$ cat config.mk
export PLATFORM = sky130hd
export DESIGN_NAME = fft_sequencer
export DESIGN_NICKNAME = d
export VERILOG_FILES = /design/src/rtl/fft_sequencer.sv
export SDC_FILE = /design/constraint.sdc
export NUM_CORES = 1
export LEC_CHECK = 0
export ABC_CLOCK_PERIOD_IN_PS = 6820
export BUFFER_PORTS_ARGS = -buffer_cell sky130_fd_sc_hd__buf_2
export CORE_MARGIN = 2
export CORE_UTILIZATION = 60
export CTS_CLUSTER_DIAMETER = 100
export DETAILED_ROUTE_END_ITERATION = 10
export HOLD_SLACK_MARGIN = 0.15
export PLACE_DENSITY_LB_ADDON = 0.25
export SETUP_SLACK_MARGIN = 0.3
export SLEW_MARGIN = 10
export SYNTH_ARGS = -nofsm -noshare
export SYNTH_HDL_FRONTEND = slang
export SYNTH_SLANG_ARGS = --single-unit
$ cat constraint.sdc
create_clock -name clk -period 6.82 [get_ports clk]
set_input_delay 1.364 -clock clk [delete_from_list [all_inputs] [get_ports clk]]
set_output_delay 1.364 -clock clk [all_outputs]
set_load 0.1 [all_outputs]
$ cat src/rtl/fft_sequencer.sv
// rtl/fft_sequencer.sv - in-place radix-2 FFT address and control sequencer
module fft_sequencer #(
    parameter int N      = 16,
    parameter int BF_LAT = 3,
    localparam int AW    = $clog2(N)
) (
    input  logic          clk,
    input  logic          rstn,
    input  logic          start_i,
    input  logic          abort_i,
    output logic          in_ready_o,
    output logic          in_sel_o,
    output logic          rd_en_o,
    output logic [AW-1:0] rd_addr0_o,
    output logic [AW-1:0] rd_addr1_o,
    output logic          wr_en_o,
    output logic [AW-1:0] wr_addr0_o,
    output logic [AW-1:0] wr_addr1_o,
    output logic [AW-2:0] twiddle_addr_o,
    output logic          bf_valid_o,
    output logic          fft_ready_o,
    output logic          done_o,
    output logic [2:0]    state_o,
    output logic [AW-1:0] stage_o
);

    typedef enum logic [2:0] {
        S_IDLE    = 3'd0,
        S_LOAD    = 3'd1,
        S_COMPUTE = 3'd2,
        S_DRAIN   = 3'd3,
        S_OUTPUT  = 3'd4,
        S_DONE    = 3'd5
    } state_t;

    // One shared counter serves LOAD (k), COMPUTE (b), DRAIN and OUTPUT (m);
    // one extra bit lets it count a full drain even for the smallest N.
    localparam logic [AW:0]   LOAD_LAST  = (AW+1)'(N - 1);
    localparam logic [AW:0]   BF_LAST    = (AW+1)'(N / 2 - 1);
    localparam logic [AW:0]   DRAIN_LAST = (AW+1)'(BF_LAT - 1);
    localparam logic [AW-1:0] STAGE_LAST = AW'(AW - 1);

    state_t        state_q, state_d;
    logic [AW:0]   cnt_q, cnt_d;
    logic [AW-1:0] stage_q, stage_d;

    // Butterfly operand addresses for the next cycle
    logic [AW-1:0] b_w, span_w, pos_w, grp_w, a0_w, a1_w;
    logic [AW-2:0] tw_w;

    // Read-to-write delay line: one entry per cycle of butterfly latency
    logic [BF_LAT-1:0]         pv_q;
    logic [BF_LAT-1:0][AW-1:0] pa0_q;
    logic [BF_LAT-1:0][AW-1:0] pa1_q;

    // Registered outputs and their next values
    logic          load_d, bf_rd_d, out_rd_d, flush;
    logic          bf_rd_q, out_rd_q;
    logic          load_q, rd_en_q, wr_en_q, bf_valid_q, fft_ready_q, done_q;
    logic          wr_en_d;
    logic [AW-1:0] rd_addr0_d, rd_addr1_d, wr_addr0_d, wr_addr1_d;
    logic [AW-1:0] rd_addr0_q, rd_addr1_q, wr_addr0_q, wr_addr1_q;
    logic [AW-2:0] twiddle_d, twiddle_q;

    function automatic logic [AW-1:0] bitrev(input logic [AW-1:0] v);
        logic [AW-1:0] r;
        for (int i = 0; i < AW; i++) begin
            r[i] = v[AW-1-i];
        end
        return r;
    endfunction

    // Next-state logic: phase sequencing, counters and stage index
    always_comb begin
        state_d = state_q;
        cnt_d   = cnt_q;
        stage_d = stage_q;
        case (state_q)
            S_IDLE: begin
                if (start_i && !abort_i) begin
                    state_d = S_LOAD;
                    cnt_d   = '0;
                    stage_d = '0;
                end
            end
            S_LOAD: begin
                if (cnt_q == LOAD_LAST) begin
                    state_d = S_COMPUTE;
                    cnt_d   = '0;
                    stage_d = '0;
                end else begin
                    cnt_d = cnt_q + 1'b1;
                end
            end
            S_COMPUTE: begin
                if (cnt_q == BF_LAST) begin
                    state_d = S_DRAIN;
                    cnt_d   = '0;
                end else begin
                    cnt_d = cnt_q + 1'b1;
                end
            end
            S_DRAIN: begin
                if (cnt_q == DRAIN_LAST) begin
                    cnt_d = '0;
                    if (stage_q == STAGE_LAST) begin
                        state_d = S_OUTPUT;
                    end else begin
                        state_d = S_COMPUTE;
                        stage_d = stage_q + 1'b1;
                    end
                end else begin
                    cnt_d = cnt_q + 1'b1;
                end
            end
            S_OUTPUT: begin
                if (cnt_q == LOAD_LAST) begin
                    state_d = S_DONE;
                    cnt_d   = '0;
                end else begin
                    cnt_d = cnt_q + 1'b1;
                end
            end
            S_DONE: begin
                state_d = S_IDLE;
                cnt_d   = '0;
                stage_d = '0;
            end
            default: begin
                state_d = S_IDLE;
                cnt_d   = '0;
                stage_d = '0;
            end
        endcase
        // Abort beats every other transition and forgets the whole transform
        if (abort_i && state_q != S_IDLE) begin
            state_d = S_IDLE;
            cnt_d   = '0;
            stage_d = '0;
        end
    end

    // Output next values, computed from the next state so the flops line up with state_o
    always_comb begin
        flush    = abort_i && (state_q != S_IDLE);
        load_d   = (state_d == S_LOAD);
        bf_rd_d  = (state_d == S_COMPUTE);
        out_rd_d = (state_d == S_OUTPUT);

        // a0 = grp*2*span + pos; a1 = a0 + span (bit s of a0 is always clear)
        b_w    = {1'b0, cnt_d[AW-2:0]};
        span_w = AW'(1) << stage_d;
        pos_w  = b_w & (span_w - AW'(1));
        grp_w  = b_w >> stage_d;
        a0_w   = (grp_w << (stage_d + AW'(1))) | pos_w;
        a1_w   = a0_w | span_w;
        tw_w   = pos_w[AW-2:0] << (AW'(AW - 1) - stage_d);

        rd_addr0_d = '0;
        rd_addr1_d = '0;
        twiddle_d  = '0;
        if (bf_rd_d) begin
            rd_addr0_d = a0_w;
            rd_addr1_d = a1_w;
            twiddle_d  = tw_w;
        end else if (out_rd_d) begin
            rd_addr0_d = cnt_d[AW-1:0];
        end

        wr_en_d    = load_d | (pv_q[BF_LAT-1] & ~flush);
        wr_addr0_d = '0;
        wr_addr1_d = '0;
        if (load_d) begin
            wr_addr0_d = bitrev(cnt_d[AW-1:0]);
        end else if (pv_q[BF_LAT-1] && !flush) begin
            wr_addr0_d = pa0_q[BF_LAT-1];
            wr_addr1_d = pa1_q[BF_LAT-1];
        end
    end

    // State, counter and stage registers
    always_ff @(posedge clk or negedge rstn) begin
        if (!rstn) begin
            state_q <= S_IDLE;
            cnt_q   <= '0;
            stage_q <= '0;
        end else begin
            state_q <= state_d;
            cnt_q   <= cnt_d;
            stage_q <= stage_d;
        end
    end

    // Delay line shift; cleared on abort so no stale butterfly write escapes
    always_ff @(posedge clk or negedge rstn) begin
        if (!rstn) begin
            pv_q  <= '0;
            pa0_q <= '0;
            pa1_q <= '0;
        end else if (flush) begin
            pv_q  <= '0;
            pa0_q <= '0;
            pa1_q <= '0;
        end else begin
            pv_q[0]  <= bf_rd_d;
            pa0_q[0] <= a0_w;
            pa1_q[0] <= a1_w;
            for (int i = 1; i < BF_LAT; i++) begin
                pv_q[i]  <= pv_q[i-1];
                pa0_q[i] <= pa0_q[i-1];
                pa1_q[i] <= pa1_q[i-1];
            end
        end
    end

    // Output registers; bf_valid and fft_ready trail their reads by the RAM latency
    always_ff @(posedge clk or negedge rstn) begin
        if (!rstn) begin
            load_q      <= 1'b0;
            bf_rd_q     <= 1'b0;
            out_rd_q    <= 1'b0;
            rd_en_q     <= 1'b0;
            wr_en_q     <= 1'b0;
            bf_valid_q  <= 1'b0;
            fft_ready_q <= 1'b0;
            done_q      <= 1'b0;
            rd_addr0_q  <= '0;
            rd_addr1_q  <= '0;
            wr_addr0_q  <= '0;
            wr_addr1_q  <= '0;
            twiddle_q   <= '0;
        end else begin
            load_q      <= load_d;
            bf_rd_q     <= bf_rd_d;
            out_rd_q    <= out_rd_d;
            rd_en_q     <= bf_rd_d | out_rd_d;
            wr_en_q     <= wr_en_d;
            bf_valid_q  <= bf_rd_q;
            fft_ready_q <= out_rd_q;
            done_q      <= (state_d == S_DONE);
            rd_addr0_q  <= rd_addr0_d;
            rd_addr1_q  <= rd_addr1_d;
            wr_addr0_q  <= wr_addr0_d;
            wr_addr1_q  <= wr_addr1_d;
            twiddle_q   <= twiddle_d;
        end
    end

    assign in_ready_o     = load_q;
    assign in_sel_o       = load_q;
    assign rd_en_o        = rd_en_q;
    assign rd_addr0_o     = rd_addr0_q;
    assign rd_addr1_o     = rd_addr1_q;
    assign wr_en_o        = wr_en_q;
    assign wr_addr0_o     = wr_addr0_q;
    assign wr_addr1_o     = wr_addr1_q;
    assign twiddle_addr_o = twiddle_q;
    assign bf_valid_o     = bf_valid_q;
    assign fft_ready_o    = fft_ready_q;
    assign done_o         = done_q;
    assign state_o        = state_q;
    assign stage_o        = stage_q;

endmodule

==> impl_results.md <==
* Initial antenna violation count at 0
* Routed vias/inst at 5.70
* Clock share of power at 28.2%
* PwrDens at 301 nW/um^2
* Final setup margin at 2.84 ns
* Routed vias at 2336
* Clock buffer count from CTS at 9
* Warnings from Yosys at 0
* Switching power at 379 uW
* DP HPWL at 4.33 mm
* Reg clk slew, reported paths at 0.07 ns
* Final setup vio count at 0
* Crit end category: register
* CTS resizes at 0
* DIE HEIGHT at 76.0 um
* Crit path launch type: input pin
* Area after DPL at 3330 um^2
* CP most frequent cell: a31oi_1
* Proportion of power drawn by flip-flops and latches at 44.9%
* Total setup buffers inserted after CTS at 0
* Worst-case clock buffer depth at 2
* CP arrival at 4.24 ns
* Crit path time final at 3.98 ns
* Largest net degree at the start of global routing at 67
* Max Cap Viol at 0
* Crit share post-route at 58.4%
* Worst Clk Skew at 0.00530 ns
* First-pass GRT wire length at 10.3 mm
* Hold Path Class: reg -> reg
* Die ar. at 5780 um^2
* Area contributors post-synth: dfrtp_1, and2_1, a21oi_1
* RSZ-0062 raised after global routing: false
* Data required time of the worst path at 7.08 ns
* Worst Path Buf+Inv at 1
* Top delay family on crit path: compound AO/OA/AOI/OAI gates
* Max incr delay on CP at 0.50 ns
* Worst-path maximum fanout at 9
* Area grow syn2layout at 13.0%
* Max VDD drop at 0.187 mV
* Status: finished, final reports clean
* Routed WL per cell at 15.0 um
* Synthesized area at 3110 um^2
* Initial core utilization at 61.7%
* Pwr Total at 1060 uW
* Yosys top cell by area: dfrtp_1
* EDFF count, synth at 0
* Horiz. Die Dim at 76.0 um
* Setup_tns at 0 ns
* DRC viols at 0
* Number of global-route vias before repair at 2125
* Core region area at 5040 um^2
* TritonCTS sink count at 66
* Multi-input gate area at 1320 um^2
* Synth top area share at 53.1%
* Initial DRC count at 242
* Post-Syn Instances at 299
* First-pass iteration count of the detailed router at 4
* Clock Latency Late Sink at 0.34 ns
* Post-synthesis sequential area ratio at 53.1%
* Max frequency at 251 MHz
* CP max stage cell: or3_1
* Switch share at 35.8%
* GRT Residual Overflow at 0
* # IOs at 37
* Classification of the worst setup path: in -> reg
* Final max-slew violation count at 0
* Total nets after synthesis at 310
* Clock root buffer: clkbuf_8
* Antenna Cells at 0
* P_int at 681 uW
* Mean post-synth cell area at 10.4 um^2
* I/O Buffers at 36
* Relative slew slack at 45.8%
* Post-Place Setup Slack at 2.51 ns
* # rows at 26
* Fraction of registers with async set/reset at 100%
* Post-synth top flop: dfrtp_1
* CP cell instances: buf_2, or3b_1, a211o_1, a211oi_2, a31oi_1, or3_1, ha_1, nand2b_1, a21oi_1, o211ai_1, a31oi_1
* Proportion of layout cells with a drive suffix above 1 at 21.2%
* TritonCTS clock tree: done
* Pleak at 0.00182 uW
* Worst-Margin Slew at 0.811 ns
* Nets at 346
* Hold buffer count at CTS at 0
* Register area at 1650 um^2
* Final Hold Fails at 0
* Gate power share at 26.9%
* GPL Wtd Cong at 0.927
* Synth Register Bits at 66
* Final ANT Viol Nets at 0
* DRT Wirelength at 6.16 mm
* GRT Util Overall at 23.0%
* Yosys cell types at 58
* Filler instances at 392
* Final instance area at 3520 um^2
* H-tree depth at 3
==> through the flow <==
step,instances,hold slack [ns],util (%)
2_1_floorplan,299,0.331,-
3_3_place_gp,394,0.337,66.0
3_5_place_dp,394,0.341,66.0
4_1_cts,410,0.357,69.7
5_1_grt,410,0.367,69.7
6_report,410,0.355,69.7
==> layout by cell type (no fill, tap or decap), types with 4 or more instances in the layout <==
master,count
a21oi_1,19
nor2b_1,4
ha_1,7
nor3b_1,4
o22ai_1,5
inv_1,17
o21ai_0,8
or3_1,4
dfrtp_1,66
nand2b_1,5
and2_1,21
nand2_1,25
and3_1,5
clkbuf_8,11
nor2_1,12
nand3_1,10
a31oi_1,5
buf_2,36
nand4_1,4
nand3b_1,4
nor3_1,8
==> cell usage after synthesis (4+ instances only) <==
library cell	n
nand2_1	25
clkbuf_1	8
nor2b_1	4
nand4_1	4
nand3b_1	4
nand2b_1	5
dfrtp_1	66
a21oi_1	19
and2_1	21
ha_1	7
nor3_1	8
a31oi_1	5
o22ai_1	5
or3_1	4
nor3b_1	4
and3_1	5
inv_1	17
o21ai_0	8
nor2_1	12
nand3_1	10
==> power by group through the flow <==
stage / combinational, uW / clock [uW] / sequential, uW
6_report: 285 / 299 / 476
5_1_grt: 306 / 327 / 483
4_1_cts: 284 / 306 / 476
3_5_place_dp: 283 / 0 / 484
3_3_place_gp: 284 / 0 / 482
2_1_floorplan: 165 / 0 / 540
==> layout make-up <==
cell class | count | area share [%]
flip-flops and latches | 66 | 47.0
multi-input cells | 201 | 37.4
repair buffers | 39 | 5.77
clock buffers | 11 | 4.31
well taps | 70 | 2.49
inverters | 18 | 1.99
clock inverters | 5 | 1.07
==> path summary, 6_finish.rpt <==
path                           from                 to  slack, ns  depth (start not counted)
min                        out_rd_q        fft_ready_o       0.35                          0
min in group asynchronous      rstn      wr_addr1_o[1]       1.19                          2
max in group asynchronous      rstn      rd_addr0_o[1]       5.13                          2
min reg2reg                out_rd_q        fft_ready_o       0.35                          0
max                         abort_i  twiddle_addr_o[2]       2.84                         11
max reg2reg                cnt_q[0]  twiddle_addr_o[2]       3.15                         14
==> kinds of logic (layout without fill, tap and decap cells) <==
group                      count (synthesis)  in the layout  synth area share (%)
xor gates and xnor gates                   5              5                  1.41
adders and majority gates                  7              7                  2.81
and+or+nand+nor                          127            127                  24.5
AOI/OAI and AO/OA                         61             61                  13.2
buffers and inverters                     32             73                  4.66
muxes                                      1              1                 0.362
DFF                                       66             66                  53.1
==> registers in the layout (all words and copies together), names as in the netlist, 3 cells and up <==
register        cells
twiddle_addr_o      3
wr_addr1_o          4
rd_addr0_o          4
state_o             3
rd_addr1_o          4
pa1_q              12
pv_q                3
wr_addr0_o          4
pa0_q              12
stage_o             4
cnt_q               5
==> per-layer routing <==
| layer | global-route usage [%] | routed length [um] | up-vias |
|---|---|---|---|
| met5 | 0 | 0 | - |
| met4 | 8.91 | 68 | 0 |
| met3 | 6.52 | 387 | 8 |
| met2 | 34.4 | 2860 | 70 |
| met1 | 32.3 | 2850 | 1133 |
| li1 | - | - | 1125 |
(Power assumes the default switching activity.)
